**src/rtl/ram_loader_pkg.sv**
```systemverilog
// ram_loader_pkg: shared definitions for the boot-time RAM loader.
//   - default widths/depth of the RAM the loader feeds
//   - 3-bit FSM state encodings and the state enum built from them
//   - frame length range helper
package ram_loader_pkg;

  localparam int DATA_W_DEF = 8;
  localparam int ADDR_W_DEF = 4;
  localparam int DEPTH_DEF  = 16;
  localparam int MAX_LEN    = DEPTH_DEF;

  localparam logic [2:0] ST_IDLE  = 3'd0;
  localparam logic [2:0] ST_LEN   = 3'd1;
  localparam logic [2:0] ST_DATA  = 3'd2;
  localparam logic [2:0] ST_CSUM  = 3'd3;
  localparam logic [2:0] ST_RUN   = 3'd4;
  localparam logic [2:0] ST_ERROR = 3'd5;

  typedef enum logic [2:0] {
    S_IDLE  = ST_IDLE,
    S_LEN   = ST_LEN,
    S_DATA  = ST_DATA,
    S_CSUM  = ST_CSUM,
    S_RUN   = ST_RUN,
    S_ERROR = ST_ERROR
  } state_t;

  // A frame length is usable only if it is non-zero and fits in the RAM.
  function automatic logic len_valid(input logic [31:0] n, input logic [31:0] max_len);
    return (n != 32'd0) && (n <= max_len);
  endfunction

endpackage

```
**src/rtl/ram_loader_acc.sv**
```systemverilog
// ram_loader_acc: running payload checksum plus write address and byte count.
//   clk, reset : clock and synchronous active-high reset (all state to 0)
//   clr        : start a new frame (sum=0, addr=BASE_ADDR, count=0); wins over en
//   en         : one payload byte accepted: sum += data, addr += 1 (wraps), count += 1
//   data       : payload byte
//   sum        : checksum of the payload so far, mod 2**DATA_W
//   addr       : RAM address for the next payload byte
//   count      : payload bytes taken since the last clr
module ram_loader_acc
  import ram_loader_pkg::*;
#(
  parameter int DATA_W    = DATA_W_DEF,
  parameter int ADDR_W    = ADDR_W_DEF,
  parameter int BASE_ADDR = 0
) (
  input  logic              clk,
  input  logic              reset,
  input  logic              clr,
  input  logic              en,
  input  logic [DATA_W-1:0] data,
  output logic [DATA_W-1:0] sum,
  output logic [ADDR_W-1:0] addr,
  output logic [ADDR_W:0]   count
);

  logic [DATA_W-1:0] sum_r;
  logic [ADDR_W-1:0] addr_r;
  logic [ADDR_W:0]   count_r;

  // Accumulator state; the address register is exactly ADDR_W wide so it wraps mod DEPTH.
  always_ff @(posedge clk) begin
    if (reset) begin
      sum_r   <= '0;
      addr_r  <= '0;
      count_r <= '0;
    end else if (clr) begin
      sum_r   <= '0;
      addr_r  <= ADDR_W'(BASE_ADDR);
      count_r <= '0;
    end else if (en) begin
      sum_r   <= sum_r + data;
      addr_r  <= addr_r + ADDR_W'(1);
      count_r <= count_r + (ADDR_W+1)'(1);
    end else begin
      sum_r   <= sum_r;
      addr_r  <= addr_r;
      count_r <= count_r;
    end
  end

  assign sum   = sum_r;
  assign addr  = addr_r;
  assign count = count_r;

endmodule

```
**src/rtl/ram_loader.sv**
```systemverilog
// ram_loader: boot loader that writes a framed byte stream into RAM and then
// releases the CPU. Frame = LEN (1..DEPTH), LEN payload bytes, CSUM (sum mod 2**DATA_W).
//   clk, reset   : clock, synchronous active-high reset
//   start        : begin a (re)load; honoured in IDLE, RUN and ERROR only
//   in_valid     : upstream byte valid
//   in_data      : upstream byte
//   in_ready     : loader accepts a byte this cycle (LEN, DATA, CSUM)
//   mem_we       : RAM write strobe, one cycle after each payload accept
//   mem_addr     : RAM write address (holds between writes)
//   mem_wdata    : RAM write data (holds between writes)
//   cpu_run      : core may run (only after a clean load)
//   done         : last load succeeded
//   err          : last load failed (bad length or checksum)
//   words_loaded : payload bytes written in the current/last load
module ram_loader
  import ram_loader_pkg::*;
#(
  parameter int DATA_W    = DATA_W_DEF,
  parameter int ADDR_W    = ADDR_W_DEF,
  parameter int DEPTH     = DEPTH_DEF,
  parameter int BASE_ADDR = 0
) (
  input  logic              clk,
  input  logic              reset,
  input  logic              start,
  input  logic              in_valid,
  input  logic [DATA_W-1:0] in_data,
  output logic              in_ready,
  output logic              mem_we,
  output logic [ADDR_W-1:0] mem_addr,
  output logic [DATA_W-1:0] mem_wdata,
  output logic              cpu_run,
  output logic              done,
  output logic              err,
  output logic [ADDR_W:0]   words_loaded
);

  state_t            state_r, state_nxt;
  logic [ADDR_W:0]   rem_r, rem_nxt;
  logic              accept_s;
  logic              acc_clr_s;
  logic              acc_en_s;
  logic [DATA_W-1:0] acc_sum_s;
  logic [ADDR_W-1:0] acc_addr_s;

  logic              in_ready_r;
  logic              mem_we_r;
  logic [ADDR_W-1:0] mem_addr_r;
  logic [DATA_W-1:0] mem_wdata_r;
  logic              cpu_run_r;
  logic              done_r;
  logic              err_r;

  assign accept_s = in_valid & in_ready_r;

  ram_loader_acc #(
    .DATA_W    (DATA_W),
    .ADDR_W    (ADDR_W),
    .BASE_ADDR (BASE_ADDR)
  ) u_acc (
    .clk   (clk),
    .reset (reset),
    .clr   (acc_clr_s),
    .en    (acc_en_s),
    .data  (in_data),
    .sum   (acc_sum_s),
    .addr  (acc_addr_s),
    .count (words_loaded)
  );

  // State and remaining-byte counter.
  always_ff @(posedge clk) begin
    if (reset) begin
      state_r <= S_IDLE;
      rem_r   <= '0;
    end else begin
      state_r <= state_nxt;
      rem_r   <= rem_nxt;
    end
  end

  // Next-state logic and accumulator control.
  always_comb begin
    state_nxt = state_r;
    rem_nxt   = rem_r;
    acc_clr_s = 1'b0;
    acc_en_s  = 1'b0;
    case (state_r)
      S_IDLE: begin
        if (start) state_nxt = S_LEN;
        else       state_nxt = S_IDLE;
      end
      S_LEN: begin
        if (accept_s) begin
          if (len_valid(32'(in_data), 32'(DEPTH))) begin
            acc_clr_s = 1'b1;
            rem_nxt   = in_data[ADDR_W:0];
            state_nxt = S_DATA;
          end else begin
            state_nxt = S_ERROR;
          end
        end else begin
          state_nxt = S_LEN;
        end
      end
      S_DATA: begin
        if (accept_s) begin
          acc_en_s = 1'b1;
          rem_nxt  = rem_r - (ADDR_W+1)'(1);
          if (rem_r == (ADDR_W+1)'(1)) state_nxt = S_CSUM;
          else                         state_nxt = S_DATA;
        end else begin
          state_nxt = S_DATA;
        end
      end
      S_CSUM: begin
        // The accumulator already includes the last payload byte here.
        if (accept_s) begin
          if (in_data == acc_sum_s) state_nxt = S_RUN;
          else                      state_nxt = S_ERROR;
        end else begin
          state_nxt = S_CSUM;
        end
      end
      S_RUN, S_ERROR: begin
        if (start) state_nxt = S_LEN;
        else       state_nxt = state_r;
      end
      default: begin
        state_nxt = S_IDLE;
      end
    endcase
  end

  // Registered outputs: status decoded from the next state, write port from the accept.
  always_ff @(posedge clk) begin
    if (reset) begin
      in_ready_r  <= 1'b0;
      mem_we_r    <= 1'b0;
      mem_addr_r  <= '0;
      mem_wdata_r <= '0;
      cpu_run_r   <= 1'b0;
      done_r      <= 1'b0;
      err_r       <= 1'b0;
    end else begin
      in_ready_r <= (state_nxt == S_LEN) || (state_nxt == S_DATA) || (state_nxt == S_CSUM);
      cpu_run_r  <= (state_nxt == S_RUN);
      done_r     <= (state_nxt == S_RUN);
      err_r      <= (state_nxt == S_ERROR);
      mem_we_r   <= acc_en_s;
      if (acc_en_s) begin
        mem_addr_r  <= acc_addr_s;
        mem_wdata_r <= in_data;
      end else begin
        mem_addr_r  <= mem_addr_r;
        mem_wdata_r <= mem_wdata_r;
      end
    end
  end

  assign in_ready  = in_ready_r;
  assign mem_we    = mem_we_r;
  assign mem_addr  = mem_addr_r;
  assign mem_wdata = mem_wdata_r;
  assign cpu_run   = cpu_run_r;
  assign done      = done_r;
  assign err       = err_r;

endmodule

```
**config.mk**
```make
export PLATFORM = sky130hd
export DESIGN_NAME = ram_loader
export DESIGN_NICKNAME = d
export VERILOG_FILES = /design/src/rtl/ram_loader_pkg.sv /design/src/rtl/ram_loader_acc.sv /design/src/rtl/ram_loader.sv
export SDC_FILE = /design/constraint.sdc
export NUM_CORES = 1
export LEC_CHECK = 0
export ABC_AREA = 1
export CAP_MARGIN = 20
export CORE_AREA = 4 4 62 87
export DETAILED_ROUTE_END_ITERATION = 8
export DIE_AREA = 0 0 66 91
export DONT_BUFFER_PORTS = 1
export PLACE_DENSITY = 0.68
export SLEW_MARGIN = 20
export SYNTH_ARGS = -nofsm -noshare
export SYNTH_HDL_FRONTEND = slang
export SYNTH_HIERARCHICAL = 1
export SYNTH_SLANG_ARGS = --single-unit
```
**constraint.sdc**
```tcl
create_clock -name clk -period 1.9 [get_ports clk]
set_clock_uncertainty 0.1 [all_clocks]
set_input_delay 0.19 -clock clk [delete_from_list [all_inputs] [get_ports clk]]
set_output_delay 0.19 -clock clk [all_outputs]
set_load 0.02 [all_outputs]
```
### Word-level counts from Yosys, hierarchy flattened

Index checks and enable logic that the tools add are counted.

| storage, ports and cells | value |
|---|---|
| register bits after elaboration | 41 |
| input port bits | 12 |
| output and inout bits | 22 |
| word-level logic and storage cells | 59 |

| operators by class | value |
|---|---|
| add/subtract/negate cells | 4 |
| $lt $le $gt $ge | 1 |
| equality and inequality tests | 15 |
| mux-type cells | 18 |
| bitwise gates (word level) | 1 |
| reductions and logical operators | 9 |

Operators by type and width:

| kind | count |
|---|---|
| $mux W3 | 5 |
| $mux W5 | 3 |
| $pmux W3 S5 | 1 |
| $eq A3 B2 Y1 const B | 4 |
| $eq A3 B3 Y1 const B | 4 |
| $pmux W5 S2 | 1 |
| $add A8 B8 Y8 | 1 |
| $eq A8 B8 Y1 | 1 |
| $le A8 B5 Y1 const B | 1 |
| $mux W1 | 8 |
| $reduce_bool A8 Y1 | 1 |
| $eq A3 B1 Y1 const B | 2 |
| $ne A2 B2 Y1 const B | 3 |
| $add A5 B1 Y5 const B | 1 |
| $eq A5 B1 Y1 const B | 1 |
| $sub A5 B1 Y5 const B | 1 |
| $add A4 B1 Y4 const B | 1 |
| $reduce_and A4 Y1 | 1 |
| $reduce_or A2 Y1 | 2 |
| $logic_not A3 Y1 | 1 |
| $logic_or A1 B1 Y1 | 2 |
| $reduce_bool A2 Y1 | 1 |
| $and A1 B1 Y1 | 1 |
| $logic_and A1 B1 Y1 | 1 |

### Logic depth before layout (Yosys ltp)

Gate-level depths: netlist of the first run.

| depth | value |
|---|---|
| depth in word-level cells | 8 |
| gate-level depth with buffers | 11 |
| depth with buffers taken out | 11 |

### By module

The synthesis of the first run kept the hierarchy.

By module, submodules not included:

| module | instances | cells an instance | area each (sq um) | seq. area each (sq um) |
|---|---|---|---|---|
| ram_loader | 1 | 178 | 1214.9 | 480.5 |
| ram_loader_acc | 1 | 140 | 1048.5 | 340.3 |

### Worst setup path before layout of the first run

Ideal clock, no wire load.

| timing | value |
|---|---|
| path type | reg-to-reg |
| start | register in_ready_r (netlist: in_ready) |
| end | register u_acc.count_r[3] (netlist: u_acc/count[3]) |
| data arrival time | 1510 ps |
| setup slack | 171 ps |
| cell stages (with the launch flop) | 11 |
| path buffers | 2 |
| period minus slack after synthesis | 1729 ps |
| cell sequence | dfxtp_1 -> nand2_1 -> inv_1 -> nand2_4 -> inv_2 -> buf_6 -> buf_6 -> nand2_1 -> nor2_1 -> xor2_1 -> nor2_1 |

| on the way | value |
|---|---|
| elaborated cells between the ends (all ways) | 6 |
| classes of those cells | mux: 4; bitwise: 1; reduce/logical: 1 |

RTL lines:

| what | RTL line | text |
|---|---|---|
| from (decl) | ram_loader.sv:46 | `logic in_ready_r;` |
| from (signal assigned) | ram_loader.sv:146 | `in_ready_r <= (state_nxt == S_LEN) \|\| (state_nxt == S_DATA) \|\| (state_nxt == S_CSUM);` |
| $and A1 B1 Y1 | ram_loader.sv:54 | `assign accept_s = in_valid & in_ready_r;` |
| $mux W1 | ram_loader.sv:107 | `if (accept_s) begin` |
| $mux W1 | ram_loader.sv:88 | `case (state_r)` |
| named net acc_en_s | ram_loader.sv:42 | `logic acc_en_s;` |
| to (signal assigned) | ram_loader_acc.sv:43 | `count_r <= count_r + (ADDR_W+1)'(1);` |
| to (signal assigned) | ram_loader_acc.sv:47 | `count_r <= count_r;` |
| to (decl) | ram_loader_acc.sv:28 | `logic [ADDR_W:0] count_r;` |

The timed path passes the listed nets, and every way through them passes these cells.
A chain may end at the register's enable or synchronous reset.

### Worst setup path in the final report of the first run

| timing | value |
|---|---|
| start | register u_acc.sum_r[0] (netlist: u_acc/sum[0]) |
| end | register u_acc.sum_r[6] (netlist: u_acc/sum[6]) |

| on the way | value |
|---|---|
| longest elaborated chain between the ends | 1 |

Ends and longest elaborated chain:

| what | RTL line | text |
|---|---|---|
| from (decl) | ram_loader_acc.sv:26 | `logic [DATA_W-1:0] sum_r;` |
| from (signal assigned) | ram_loader_acc.sv:41 | `sum_r <= sum_r + data;` |
| from (signal assigned) | ram_loader_acc.sv:45 | `sum_r <= sum_r;` |
| $add A8 B8 Y8 | ram_loader_acc.sv:41 |  |

Every way passes these cells.

==> results.md, run 1 <==
* Total chip power at 1870 uW
* Most frequent cells in the layout: nor2_1, nand2_1, inv_1, dfxtp_1, o21ai_0
* CP arrival at around 1.8 ns
* Synthesis-to-finish area growth at 12.0%
* Fmax at 582 MHz
* Gate power share at 0.075
* Core area at 4540 um^2
* Die W at 66 um
* Share of cells above drive strength 1 at 0.0964
* Asr flop ratio synth at 0
* Clock Tree Root: clkbuf_8
* Clk network pwr share at 0.455
* Worst skew pair latency at 0.29 ns
* Final TNS setup at 0 ns
* PortBufs at 0
* Power Density at ~740 nW/um^2
* Routed wire length at ~4800 um
* Post-CTS setup buffer count at 0
* Register-to-register setup slack at 0.18 ns
* Reg2reg path depth at 11
* Number of synthesized flops with an enable pin at 0
* Fill count at about 440
* Seq pwr share at 0.469
* Die area at between 6000 and 7000 um^2
* Synthesized flop and latch total at 41
* WHS Endpoint: mem_wdata[1]
* TritonCTS Buffers at 5
* R2R Path End: u_acc/sum[6]
* Endpoints failing setup at 0
* Final Max Tran Viols at 0
* Synth Warn # at 6
* Final Cell Area at 2530 um^2
* Rows at 29
* Worst setup EP type: flop
* Final cell count without fillers at 394
* Starting Density at 0.499
* Cell Count Post-Placement at 378
* Hold path startpoint: in_data[1]
* Grt total ovfl at 0
* Vias at 1,978
* Min-delay worst type: in -> reg
* # IOs at 34
* CTS Sinks at 41
* Peak VDD IR at about 0.32 mV
* Max Cap Violations at 0
* Leading cell type in the layout, fill and taps excluded: nor2_1
* Fin. Hold Viols at 0
* Detail Route Antenna Nets at 0
* Maximum net fanout on the critical path at 4
* Vias in the first global route at 1,849
* PostCTS Resize Cnt at 0
* DRC at 0
* Initial antenna violation count at 0
* Syn Nets at 342
* Primary FF master, synth: dfxtp_1
* # diodes at 0
* DR WL/cell at 12.2 um
* H-tree levels at 2
* Worst-path clk slew at 0.09 ns
* Sequential fraction of the synthesis area at 0.363
* Hold path depth at 2
* CTS tree: done
* Placed inst area at about 2300 um^2
* Worst-margin pin slew at 0.434 ns
* RePlAce Congestion at 0.894
* DR pass1 iterations at 4
* Drt initial violations at 145
* Distinct cell type count after synthesis at 35
* Worst endpoint required time at 1.99 ns
* P_int at 1460 uW
* Psw at 415 uW
* Syn_area_per_cell at 7.12 um^2
* Clock buffer depth at 2
* DR vias/cell at roughly 5
* Die Span Y at 91 um
* Syn Inst Count at about 320
* Synthesized area at 2260 um^2
* Gr usage total at 0.172
* Nets at between 300 and 400
* Slew margin rel. at 0.710
* Post-detail-place hpwl at 3560 um
* Leakage at around 0.0012 uW
* CP Class: reg -> reg
* Sw Ratio at 0.222
* Ratio of final minimum period to clock period at 0.905
* First-pass GRT wire length at roughly 8200 um
* Largest net degree at the start of global routing at 20
* Tmin final at 1.72 ns
* Reg2reg start: u_acc/sum[0]
* CP Launch Type: flop
* Status: finished, final reports clean
* RSZ-0062 raised after global routing: no
cell families after synthesis:
family,share of synthesized area
buf+inv,0.107
compound gates,0.132
xor+xnor,0.0271
simple gates,0.298
mux,0.00442
flops,0.363
fa+ha+maj,0.0697
layer usage:
| layer | global-route usage | vias to the layer above | share of wire |
|---|---|---|---|
| li1 | - | 1035 | - |
| met1 | 0.194 | 902 | 0.42 |
| met2 | 0.299 | 37 | 0.51 |
| met3 | 0.0519 | 4 | 0.053 |
| met4 | 0.0644 | 0 | 0.013 |
| met5 | 0 | - | 0 |
stage by stage:
step / utilization / hold slack, ns / worst slack (ns)
detailed placement: 0.511 / 0.166 / 0.185
global route: 0.559 / 0.0275 / 0.0117
finish: 0.559 / 0.00580 / 0.181
global placement: 0.511 / 0.164 / 0.204
floorplan: - / 0.162 / 0.171
CTS: 0.559 / 0.00369 / 0.169
power by group through the flow:
stage | Sequential (uW) | Combinational [uW] | Clock [uW]
4_1_cts | 878 | 141 | 872
3_5_place_dp | 898 | 125 | 0
3_3_place_gp | 898 | 124 | 0
2_1_floorplan | 900 | 96.5 | 0
6_report | 878 | 141 | 852
5_1_grt | 879 | 160 | 897
worst max-delay path: stages, from the launching register on:
cell and delay (ns):
dfxtp_1 0.37, ha_1 0.18, inv_1 0.05, fa_1 0.39, inv_1 0.07, nand2_1 0.05, nand2_2 0.09, nand3b_4 0.08
nand3_1 0.06, nand2_1 0.05, nor2_1 0.08, nor2_1 0.04
layout make-up:
cell class	instances	area, um^2	share of cell area
Sequential cell	41	821	0.324
Timing Repair Buffer	14	125	0.0494
Clock inverter	3	68.8	0.0271
Multi-Input combinational cell	223	1200	0.474
Inverter	46	173	0.0681
Clock buffer	5	68.8	0.0271
Tap cell	62	77.6	0.0306
worst max-delay path by stage:
| stage | startpoint | end | slack, ns | cells past startpoint |
|---|---|---|---|---|
| 3_3_place_gp | u_acc/sum[0] | u_acc/sum[6] | 0.20 | 11 |
| 6_report | u_acc/sum[0] | u_acc/sum[6] | 0.18 | 11 |
| 5_1_grt | u_acc/sum[0] | u_acc/sum[4] | 0.01 | 11 |
| 4_1_cts | u_acc/sum[0] | u_acc/sum[6] | 0.17 | 11 |
| 2_1_floorplan | in_ready | u_acc/count[3] | 0.17 | 10 |
| 3_5_place_dp | u_acc/sum[0] | u_acc/sum[6] | 0.18 | 11 |
cells in the mapped netlist (3+ instances only):
cell | n | area [um^2]
nor2_1 | 56 | 210
nand2_1 | 55 | 206
dfxtp_1 | 41 | 821
inv_1 | 41 | 154
o21ai_0 | 21 | 105
a21oi_1 | 19 | 95.1
nand3_1 | 15 | 75.1
ha_1 | 11 | 138
o21ai_1 | 8 | 40.0
inv_2 | 5 | 18.8
xnor2_1 | 5 | 43.8
buf_4 | 3 | 22.5
nand3b_1 | 3 | 22.5
nand4_1 | 3 | 18.8
nor3_1 | 3 | 15.0
o211ai_1 | 3 | 22.5
state kept, by name (all words and copies together), names as in the netlist:
signal,count
done,1
err,1
in_ready,1
mem_addr,4
mem_wdata,8
mem_we,1
rem_r,5
state_r,3
u_acc/addr,4
u_acc/count,5
u_acc/sum,8
timing repair:
item,in CTS,in global routing
endpoints found under the hold margin,11,0
endpoints found under the setup margin,0,0
hold buffers,8,0
No activity file was read; power rests on OpenSTA's default activity.
==> run 2: changes to the inputs <==
Settings changed: CORE_AREA 4 4 62 87 to 4 4 56 78, DIE_AREA 0 0 66 91 to 0 0 60 82, HOLD_SLACK_MARGIN set to 0.03, PLACE_DENSITY 0.68 to 0.81.
==> run 2 against run 1 <==
Setup slack worse by 0.030 ns. Non-clock buffer count unchanged. Critical path depth unchanged. Clock power fell by 20%. Global-route usage rose by 4.2 points. Critical endpoint unchanged.
==> results.md, run 2 (synthesis gave the netlist of run 1 again) <==
* Share of cells above drive strength 1 at 0.0906
* P_int at 1310 uW
* Multi-input gate area at about 1200 um^2
* Worst-margin pin slew at around 0.44 ns
* Final Max Tran Viols at 0
* Fill count at about 310
* RSZ-0062 raised after global routing: no
* H-tree levels at 2
* Leading cell type in the layout, fill and taps excluded: nor2_1
* Gate power share at 0.084
* Tmin final at approximately 1.7 ns
* PortBufs at 0
* Worst skew pair latency at 0.29 ns
* Largest net degree at the start of global routing at 23
* Core area at 3640 um^2
* Hold slack at 0.101 ns
* Final TNS setup at 0 ns
* DR WL/cell at 12.9 um
* # diodes at 0
* Maximum net fanout on the critical path at 4
* Starting Density at 0.621
* Detail Route Antenna Nets at 0
* Psw at 394 uW
* Endpoints failing setup at 0
* Die W at 60 um
* Initial antenna violation count at 0
* Cell Count Post-Placement at roughly 360
* # IOs at 34
* Worst-path clk slew at 0.08 ns
* Peak VDD IR at 0.539 mV
* CP arrival at 1.84 ns
* Leakage at 0.00117 uW
* Total chip power at 1700 uW
* CTS Sinks at 41
* DR vias/cell at 5.38
* Register area at between 800 and 900 um^2
* Register-to-register setup slack at 0.15 ns
* Die Span Y at 82 um
* Routed wire length at around 4800 um
* Seq pwr share at 0.515
* First-pass GRT wire length at 8070 um
* Drt initial violations at 83
* Top sig layer: met4
* Setup WS post-layout at 0.151 ns
* DRC at 0
* Most frequent cells in the layout: nor2_1, nand2_1, inv_1, dfxtp_1, o21ai_0
* Die area at just under 5000 um^2
* Worst endpoint required time at 1.99 ns
* CTS tree: done
* Final cell count without fillers at 373
* Clk network pwr share at 0.401
* Ratio of final minimum period to clock period at 0.921
* Routed met1 length at around 2100 um
* Sw Ratio at 0.231
* Grt total ovfl at 0
* Max Cap Violations at 0
* Clock Tree Root: clkbuf_8
* TritonCTS Buffers at 5
* Fin. Hold Viols at 0
* PostCTS Resize Cnt at 0
* CP Class: reg -> reg
* Min-delay worst type: in -> reg
* Hold path startpoint: in_data[7]
* Reg2reg start: u_acc/sum[0]
* WL met3 at 191 um
* Gr usage total at 0.214
* Fmax at between 500 and 600 MHz
* Vias at 2,008
* RePlAce Congestion at approximately 0.83
* Post-detail-place hpwl at 3520 um
* Nets at 355
* Slew margin rel. at 0.708
* Crit path from: u_acc/sum[0]
* Vias in the first global route at ~1,900
* Rows at 26
* DR pass1 iterations at 5
* Clock buffer depth at 2
* Synthesis-to-finish area growth at 10.1%
* Status: finished, final reports clean
* Worst setup EP type: flop
* Power Density at 684 nW/um^2
* CP Launch Type: flop
* Setup WS pre-CTS at between 0.15 and 0.2 ns
* Metal2 WL at 2450 um
-- run 2: final timing paths --
kind	end	cells after the start
max	u_acc/sum[6]	11
min	u_acc/sum[7]	5
max reg2reg	u_acc/sum[6]	11
min reg2reg	u_acc/addr[1]	2
-- run 2: per-layer routing --
metal	vias up	track usage
met5	-	0
met4	0	0.0887
met3	12	0.0597
met2	47	0.367
met1	917	0.244
li1	1032	-
-- run 2: final cells by class --
type	instances	share of cell area
multi-input combinational	223	0.482
sequential	41	0.329
inverter	46	0.0693
timing repair buffer	14	0.0563
clock buffer	5	0.0276
tap	42	0.0211
clock inverter	2	0.0141
-- run 2: power groups by stage --
| stage | clock network, uW | registers (uW) | logic (uW) |
|---|---|---|---|
| 2_1_floorplan | 0 | 900 | 96.5 |
| 3_3_place_gp | 0 | 898 | 123 |
| 3_5_place_dp | 0 | 898 | 125 |
| 4_1_cts | 685 | 877 | 142 |
| 5_1_grt | 733 | 879 | 161 |
| 6_report | 683 | 877 | 144 |
-- run 2: worst max-delay path, cell delays in order (launching register included) --
cell and delay [ns]:
dfxtp_1 0.38, ha_1 0.18, inv_1 0.06, fa_1 0.39
inv_1 0.07, nand2_1 0.05, nand2_2 0.09, nand3b_4 0.08
nand3_1 0.07, nand2_1 0.05, nor2_1 0.09, nor2_1 0.04
-- run 2: what timing repair did --
item                                    in CTS  in global routing
hold buffers                                 9                  0
endpoints found under the setup margin       0                  0
buffers inserted                             0                  0
endpoints found under the hold margin       12                  0
-- run 2: per-stage QoR --
step           area [um^2]  utilization
6_report              2490        0.684
3_3_place_gp          2300        0.630
5_1_grt               2490        0.684
3_5_place_dp          2300        0.630
4_1_cts               2490        0.684
2_1_floorplan         2260            -
==> run 3: changes to the inputs <==
Settings changed: ABC_AREA 1 to unset, PLACE_DENSITY 0.81 to 0.79.
==> run 3 against run 2 <==
Sequential cell count is the same. Via count shrank 5.7%. Combinational power shrank 6%. Setup slack lost 0.072 ns. Die area is the same. Sequential share of layout area shrank 0.53 points. Cell count shrank 16%. Critical path depth shrank 3. Largest cell class unchanged.
==> results.md, run 3 <==
* Distinct cell type count after synthesis at 60
* Synth Warn # at 6
* DR vias/cell at between 6 and 7
* Vias in the first global route at 1,901
* PortBufs at 0
* # IOs at 34
* Core area at 3640 um^2
* Number of synthesized flops with an enable pin at 0
* Seq pwr share at 0.544
* Slew margin rel. at 0.447
* Peak VDD IR at 0.702 mV
* Share of cells above drive strength 1 at 0.168
* Primary FF master, synth: dfxtp_1
* Min-delay worst type: in -> reg
* Power Density at 636 nW/um^2
* Syn_area_per_cell at 8.65 um^2
* P_int at between 1000 and 1500 uW
* Endpoints failing setup at 0
* Status: finished, final reports clean
* CP Class: reg -> reg
* Asr flop ratio synth at 0
* Final Max Tran Viols at 0
* CTS Sinks at 41
* Sequential fraction of the synthesis area at 0.374
* Post-detail-place hpwl at 3520 um
* Largest net degree at the start of global routing at 23
* Max Cap Violations at 0
* Die Span Y at around 82 um
* CP arrival at 1.89 ns
* DR WL/cell at ~16 um
* Nets at 296
* Yosys top cell area share at 0.374
* Worst setup EP type: flop
* Die W at 60 um
* Gate power share at 0.084
* Vias at 1,893
* TritonCTS Buffers at 5
* Area contributors post-synth: dfxtp_1, nand2_1, ha_1, xnor2_1, a21oi_1
* Starting Density at 0.603
* H-tree levels at 2
* DRC at 0
* Worst-path clk slew at about 0.080 ns
* Worst skew pair latency at 0.29 ns
* CTS tree: done
* Detail Route Antenna Nets at 0
* Ratio of final minimum period to clock period at 0.959
* Routed wire length at 5130 um
* Leakage at 0.000906 uW
* Fin. Hold Viols at 0
* Sw Ratio at 0.239
* Clock buffer depth at 2
* Hold slack at 0.0438 ns
* CP Launch Type: flop
* Drt initial violations at 82
* Rows at 26
* Most frequent cells in the layout: nand2_1, dfxtp_1, nor2_1, a21oi_1, buf_4
* Fill count at 314
* RePlAce Congestion at 0.840
* Psw at around 390 uW
* Clock Tree Root: clkbuf_8
* # diodes at 0
* Leading cell type in the layout, fill and taps excluded: nand2_1
* Initial antenna violation count at 0
* First-pass GRT wire length at 8500 um
* Commonest cells in the netlist: nand2_1, dfxtp_1, nor2_1, a21oi_1
* Syn Inst Count at roughly 250
* Tmin final at 1.82 ns
* Worst endpoint required time at 1.97 ns
* RSZ-0062 raised after global routing: yes
* Gr usage total at 0.228
* Post-CTS setup buffer count at 0
* Maximum net fanout on the critical path at 3
* DR pass1 iterations at 4
* Synthesized area at between 2000 and 2500 um^2
* Grt total ovfl at 0
* Synthesized flop and latch total at 41
* Clk network pwr share at 0.372
* Fmax at 549 MHz
* Leading area contributor after synthesis: dfxtp_1
* Die area at 4920 um^2
* Syn Nets at 278
* Worst-margin pin slew at 0.827 ns
* Count leader, synth: nand2_1
* Final core utilization at 0.697
* Synthesis-to-finish area growth at 15.6%
[run 3: changes by cell type after synthesis, sizes merged, moves of 4 or more]
cell    before  now
clkbuf       1    5
inv         46   11
mux2i        1    9
nand2       59   42
nand3       15    6
nand3b       4    0
nor2        57   21
o21ai       29    4
xnor2        5   11
xor2         2    6
[run 3: logic make-up after synthesis]
family,Yosys count,share of synthesized area
buffers and inverters,23,0.0444
adder cells (fa/ha/maj),12,0.0718
AND/OR/NAND/NOR,102,0.237
XOR/XNOR,17,0.0678
AO/OA/AOI/OAI,49,0.157
multiplexers,10,0.0478
flip-flops,41,0.374
[run 3: area by class of cell]
type	count	area [um^2]	area share
clock inverter	2	13.8	0.00542
multi-input combinational	190	1320	0.519
tap	42	52.6	0.0207
inverter	11	41.3	0.0163
clock buffer	6	82.6	0.0325
sequential	41	823	0.324
timing repair buffer	23	208	0.0818
[run 3: worst paths after layout]
| kind | from | endpoint | slack (ns) | cells after the start |
|---|---|---|---|---|
| setup / recovery | u_acc/sum[0] | u_acc/sum[6] | 0.08 | 8 |
| hold / removal | in_data[2] | rem_r[2] | 0.04 | 2 |
| setup reg to reg | u_acc/sum[0] | u_acc/sum[6] | 0.08 | 8 |
| hold reg to reg | u_acc/addr[3] | mem_addr[3] | 0.37 | 2 |
[run 3: critical path: stages (launching register included)]
cell	delay (ns)
dfxtp_2	0.36
ha_4	0.14
inv_2	0.04
fa_2	0.35
and2b_1	0.24
o21ai_2	0.08
a21boi_2	0.17
o21a_1	0.15
o211ai_1	0.08
[run 3: metal layers]
layer	share of wire	track usage	wire [um]	vias up
met3	0.055	0.0660	281	15
met4	0.032	0.122	163	0
met2	0.52	0.394	2660	59
met1	0.39	0.244	2020	895
met5	0	0	0	-
li1	-	-	-	924
[run 3: power groups by stage]
stage / Clock [uW] / Sequential [uW] / Combinational (uW)
floorplan: 0 / 899 / 85.4
global placement: 0 / 899 / 107
detailed placement: 0 / 900 / 108
CTS: 615 / 879 / 132
global route: 646 / 881 / 149
finish: 601 / 879 / 136
[run 3: timing repair]
item | CTS | global route
pin swaps | 0 | 6
endpoints found under the setup margin | 1 | 2
hold endpoints to repair | 23 | 0
hold buffers | 9 | 0
gates resized for setup | 1 | 7
[run 3: metrics by stage]
step	power [uW]	instances	worst slack (ns)	area (um^2)	TNS, ns
detailed placement	1010	298	-0.0272	2330	-0.0272
finish	1620	315	0.0786	2540	0
global route	1680	315	-0.0127	2540	-0.0127
CTS	1630	315	0.0271	2520	0
global placement	1010	298	0.0687	2330	0
floorplan	984	254	0.0164	2220	0
